File: src/rtl/rf_wb_arbiter.sv
// Register-file writeback arbiter: grants the single write port to the ALU or LSU,
// registers the write, and tracks in-flight destinations in a busy scoreboard for issue stalls.

module rf_wb_sb_cell (
    input  logic clk,
    input  logic rst_n,
    input  logic set,
    input  logic clr,
    output logic q
);
    // Set beats clear so a re-issue in the commit cycle keeps the register pending.
    always_ff @(posedge clk or negedge rst_n) begin
        if (!rst_n)   q <= 1'b0;
        else if (set) q <= 1'b1;
        else if (clr) q <= 1'b0;
    end
endmodule

module rf_wb_arbiter #(
    parameter int STARVE_LIMIT = 3
) (
    input  logic        clk,
    input  logic        rst_n,
    input  logic        alu_wb_valid,
    input  logic [3:0]  alu_wb_addr,
    input  logic [15:0] alu_wb_data,
    output logic        alu_wb_ready,
    input  logic        lsu_wb_valid,
    input  logic [3:0]  lsu_wb_addr,
    input  logic [15:0] lsu_wb_data,
    output logic        lsu_wb_ready,
    input  logic        iss_valid,
    input  logic [3:0]  iss_ra1,
    input  logic [3:0]  iss_ra2,
    input  logic [3:0]  iss_rd,
    input  logic        iss_rd_we,
    output logic        iss_stall,
    output logic        rf_we3,
    output logic [3:0]  rf_wa3,
    output logic [15:0] rf_wd3,
    output logic [15:0] busy
);
    localparam logic [3:0] LIM = STARVE_LIMIT[3:0];

    typedef struct packed {
        logic        vld;
        logic [3:0]  addr;
        logic [15:0] data;
    } wb_req_t;

    wb_req_t     alu_req, lsu_req, win_req;
    logic [3:0]  starve_cnt;
    logic        lsu_pri, grant;
    logic        iss_fire;
    logic [15:1] sb_q;

    assign alu_req = '{vld: alu_wb_valid, addr: alu_wb_addr, data: alu_wb_data};
    assign lsu_req = '{vld: lsu_wb_valid, addr: lsu_wb_addr, data: lsu_wb_data};

    // ALU wins unless the LSU has waited STARVE_LIMIT cycles; a lone requester always wins.
    assign lsu_pri      = (starve_cnt == LIM);
    assign alu_wb_ready = alu_req.vld && !(lsu_req.vld && lsu_pri);
    assign lsu_wb_ready = lsu_req.vld && !alu_wb_ready;
    assign grant        = alu_wb_ready || lsu_wb_ready;
    assign win_req      = lsu_wb_ready ? lsu_req : alu_req;

    always_ff @(posedge clk or negedge rst_n) begin
        if (!rst_n)
            starve_cnt <= 4'd0;
        else if (!lsu_wb_valid || lsu_wb_ready)
            starve_cnt <= 4'd0;
        else if (starve_cnt != LIM)
            starve_cnt <= starve_cnt + 4'd1;
    end

    // Write stage: one cycle between grant and commit; r0 writes are swallowed here.
    always_ff @(posedge clk or negedge rst_n) begin
        if (!rst_n) begin
            rf_we3 <= 1'b0;
            rf_wa3 <= 4'd0;
            rf_wd3 <= 16'd0;
        end else begin
            rf_we3 <= grant && (win_req.addr != 4'd0);
            if (grant) begin
                rf_wa3 <= win_req.addr;
                rf_wd3 <= win_req.data;
            end
        end
    end

    assign iss_stall = iss_valid && (
                           ((iss_ra1 != 4'd0) && busy[iss_ra1]) ||
                           ((iss_ra2 != 4'd0) && busy[iss_ra2]) ||
                           (iss_rd_we && (iss_rd != 4'd0) && busy[iss_rd]));
    assign iss_fire  = iss_valid && !iss_stall && iss_rd_we && (iss_rd != 4'd0);

    for (genvar n = 1; n < 16; n++) begin : g_sb
        rf_wb_sb_cell u_cell (
            .clk   (clk),
            .rst_n (rst_n),
            .set   (iss_fire && (iss_rd == 4'(n))),
            .clr   (rf_we3 && (rf_wa3 == 4'(n))),
            .q     (sb_q[n])
        );
    end

    assign busy = {sb_q, 1'b0};
endmodule

File: config.mk
export PLATFORM = sky130hd
export DESIGN_NAME = rf_wb_arbiter
export DESIGN_NICKNAME = d
export VERILOG_FILES = /design/src/rtl/rf_wb_arbiter.sv
export SDC_FILE = /design/constraint.sdc
export NUM_CORES = 1
export LEC_CHECK = 0
export CELL_PAD_IN_SITES_DETAIL_PLACEMENT = 0
export CELL_PAD_IN_SITES_GLOBAL_PLACEMENT = 1
export CORE_MARGIN = 10
export CORE_UTILIZATION = 29
export CTS_CLUSTER_DIAMETER = 30
export CTS_CLUSTER_SIZE = 25
export DETAILED_ROUTE_END_ITERATION = 8
export GPL_TIMING_DRIVEN = 0
export PLACE_DENSITY = 0.82
export SLEW_MARGIN = 20
export SYNTH_ARGS = -nofsm -noshare
export SYNTH_HDL_FRONTEND = slang
export SYNTH_SLANG_ARGS = --single-unit
File: constraint.sdc
create_clock -name clk -period 2.4 [get_ports clk]
set_input_delay 0.48 -clock clk [delete_from_list [all_inputs] [get_ports clk]]
set_output_delay 0.48 -clock clk [all_outputs]
set_load 0.02 [all_outputs]
==> results_dict.tcl <==
set metrics [dict create \
    grt_usage_pct 12.6 \
    pwr-share-clk_pct 15.2 \
    p_switching_w 0.000956 \
    antenna_found_initial 0 \
    ys_warn_count 0 \
    wl_per_cell_um 17.7 \
    cp-startpoint "iss_rd[2]" \
    stdcell_area_um2 3800 \
    min_period_ps 2500 \
    intPower_w 0.00181 \
    rsz0062_at_grt "yes" \
    worstPathArrival_ps 2020 \
    placementRows 33 \
    reg2reg_depth 6 \
    r2r-start "g_sb[15].u_cell.q" \
    cp.required_ps 1920 \
    path_clk_slew_ps 80 \
    syn_nets 297 \
    antenna_left 0 \
    gr-usage-met1_pct 14.5 \
    async_flop_share_pct 100 \
    p_leak_nw 1.64 \
    overflow 0 \
    fin_crit_sh_pct 104 \
    dp_hpwl_um 6500 \
    hold_viol 0 \
    worst_pin_slew_ps 742 \
    grt_pass1_wl_um 13000 \
    drv_cap 0 \
    power_w 0.00276 \
    synth-seq-cells 40 \
    cts_tree "yes" \
    h-tree-depth 2 \
    violations "setup timing" \
    syn_inst 238 \
    drive_above_1_share_pct 22.3 \
    hold_buffers 0 \
    clk_latency_ps 290 \
    port_buffers 93 \
    syn_area_um2 2430 \
    drcViolationCount 0 \
    grt_use_met3_pct 8.37 \
    die_h_um 112 \
    slowest_stage "clkdlybuf4s50_1" \
    cp_max_fo 10 \
    synth_cell_types 46 \
    power.share.switching_pct 34.6 \
    fmax_ghz 0.400 \
    cts_root_buffer "clkbuf_8" \
    syn_to_final_growth_pct 56.3 \
    die_area_um2 12400 \
    grt.busiest_layer "met2" \
    r2r_slack_ps 330 \
    path_delay_family "buffers and inverters" \
    grt_max_degree 30 \
    met2_usage_pct 18.9 \
    gp_congestion 0.816 \
    grt_pass1_vias 2509 \
    cp_num_cells 8 \
    drtPass1Iterations 4 \
    critical_path_buf_inv_count 3 \
    viasPerCell 5.09 \
    cp-endpoint "iss_stall" \
    slew_headroom_pct 50.5 \
    antennaDiodeCount 0 \
    crit_chain "clkdlybuf4s50_1 -> clkbuf_4 -> nor2_1 -> a22oi_1 -> nand4_1 -> a21oi_1 -> o21a_4 -> buf_6" \
    end_kind "output pin" \
    p_comb_share_pct 50.4 \
    yosys_most_used_dff "dfrtp_1" \
    critPathKind "input port to output pin" \
    cellPowerDensity_nw_per_um2 728 \
    synth_edf_count 0 \
    setup_ws_ps -103 \
    vias 2358 \
    status "complete, but fails checks" \
    avgSynthCellArea_um2 10.2 \
    dpl_cell_area_um2 3530 \
    die_w_um 112 \
    hold_path.class "input port to asynchronous set/reset pin" \
    clock_sinks 40 \
    ir_drop_v 0.000371 \
    drv_slew 0 \
    finalSetupViolCount 1 \
    power_frac_seq_pct 34.4 \
    drt_wl_total_um 8190 \
    reg2reg_to "g_sb[5].u_cell.q" \
    fp.coreArea_um2 8180 \
    max_stage_delay_ps 490 \
    start_util_pct 29.7 \
    cts_buffer_depth 2 \
    cp-start-kind "input port" \
    skew_ps 9.17 \
    fin_nets 417 \
    cts_made_buffers 5 \
    first_iter_violations 99 \
    final_util_pct 46.5 \
    yosysSeqAreaShare_pct 41.2 \
    io_pins 98 \
]
==> sequential cells by signal (all words and copies together) (netlist names) <==
signal,count
rf_wd3,16
g_sb.u_cell.q,15
rf_wa3,4
starve_cnt,4
rf_we3,1
==> how the worst min path moves through the flow <==
stage                   from                end  slack [ps]  depth (start not counted)
4_1_cts                rst_n          rf_wd3[2]          70                          1
3_5_place_dp           rst_n          rf_wd3[4]         390                          1
2_1_floorplan          rst_n  g_sb[10].u_cell.q         180                          0
3_3_place_gp   starve_cnt[0]      starve_cnt[0]         450                          1
5_1_grt                rst_n          rf_wd3[4]          70                          1
6_report               rst_n          rf_wd3[2]          70                          1
==> logic make-up after synthesis <==
kind of cell               count (synthesis)  synth area share (%)
and+or+nand+nor                           64                  13.7
AOI/OAI and AO/OA                         60                  16.4
DFF                                       40                  41.2
muxes                                     39                  19.7
buffers and inverters                     31                  7.67
xor gates and xnor gates                   2                 0.721
adders and majority gates                  1                 0.515
other                                      1                 0.154
==> synth_stat cells, types with 2 or more instances <==
| library cell | instances | area share, % |
|---|---|---|
| dfrtp_1 | 40 | 41 |
| o21ai_0 | 36 | 7.4 |
| mux2i_1 | 29 | 12 |
| nand2_1 | 28 | 4.3 |
| buf_4 | 16 | 4.9 |
| o41ai_1 | 15 | 5.4 |
| clkbuf_1 | 9 | 1.4 |
| nand3_1 | 7 | 1.4 |
| nand2b_1 | 5 | 1.3 |
| mux4_2 | 4 | 3.7 |
| nand3b_1 | 4 | 1.2 |
| nor2_1 | 4 | 0.62 |
| buf_2 | 2 | 0.41 |
| inv_1 | 2 | 0.31 |
| mux2_1 | 2 | 0.93 |
| mux2_2 | 2 | 0.93 |
| mux4_1 | 2 | 2.2 |
| nor2b_1 | 2 | 0.51 |
| or4_1 | 2 | 0.62 |
==> metrics by stage <==
stage | setup TNS (ps) | hold WS, ps | instances | setup WS (ps)
after floorplan | -32.2 | 184 | 238 | -32.2
after global placement | -12770 | 451 | 436 | -1220
after detailed placement | -6990 | 389 | 437 | -1250
after CTS | -156 | 69.1 | 463 | -156
after global routing | -173 | 69.6 | 463 | -173
final | -103 | 68.5 | 463 | -103
==> cell usage in the layout (no fill, tap or decap), types with 2 or more instances in the layout <==
cell type        instances
nand3_1                  7
o21ai_0                 36
dlygate4sd2_1            6
nor2b_1                  2
clkbuf_2                 2
mux2_4                   2
mux2i_1                 29
clkdlybuf4s50_1         83
mux4_2                   5
o41ai_1                 15
buf_2                    3
nand2b_1                 4
dfrtp_2                  3
clkbuf_1                 5
buf_4                   38
nor2_1                   4
dfrtp_1                 37
clkbuf_8                 6
nand2_1                 28
nand3b_1                 4
==> final cells by class <==
cell class,instances,area (um^2)
Sequential cell,40,1000
Clock buffer,6,72.6
Fill cell,808,4380
Multi-Input combinational cell,167,1300
Buffer,27,190
Timing Repair Buffer,115,1090
Inverter,2,7.51
Clock inverter,1,5.00
Tap cell,105,131
==> worst reg2reg max path, stage by stage, from the launching register on <==
cell     delay (ps)
dfrtp_1         430
mux4_2          490
mux2i_1         170
mux2_4          190
o21ai_4          70
buf_4           160
o41ai_1         420
==> layer usage <==
layer  routed length, um  share of wire, %
met3                1200                15
met2                3480                42
met4                 100               1.2
met1                3420                42
met5                   0                 0
==> power by group through the flow <==
stage	clock (W)	combinational, W	sequential [W]
2_1_floorplan	0	0.000669	0.000949
3_3_place_gp	0	0.00115	0.000972
3_5_place_dp	0	0.00118	0.000974
4_1_cts	0.000435	0.00141	0.000945
5_1_grt	0.000458	0.00150	0.000976
6_report	0.000420	0.00139	0.000950
==> repair_timing <==
action                                  4_1_cts  5_1_grt
resized for setup                            41        2
pin swaps                                     4        1
endpoints found under the hold margin         0        0
endpoints found under the setup margin       14        2
buffers inserted                             20        1
Note: power is estimated with default switching activity, not from simulation.
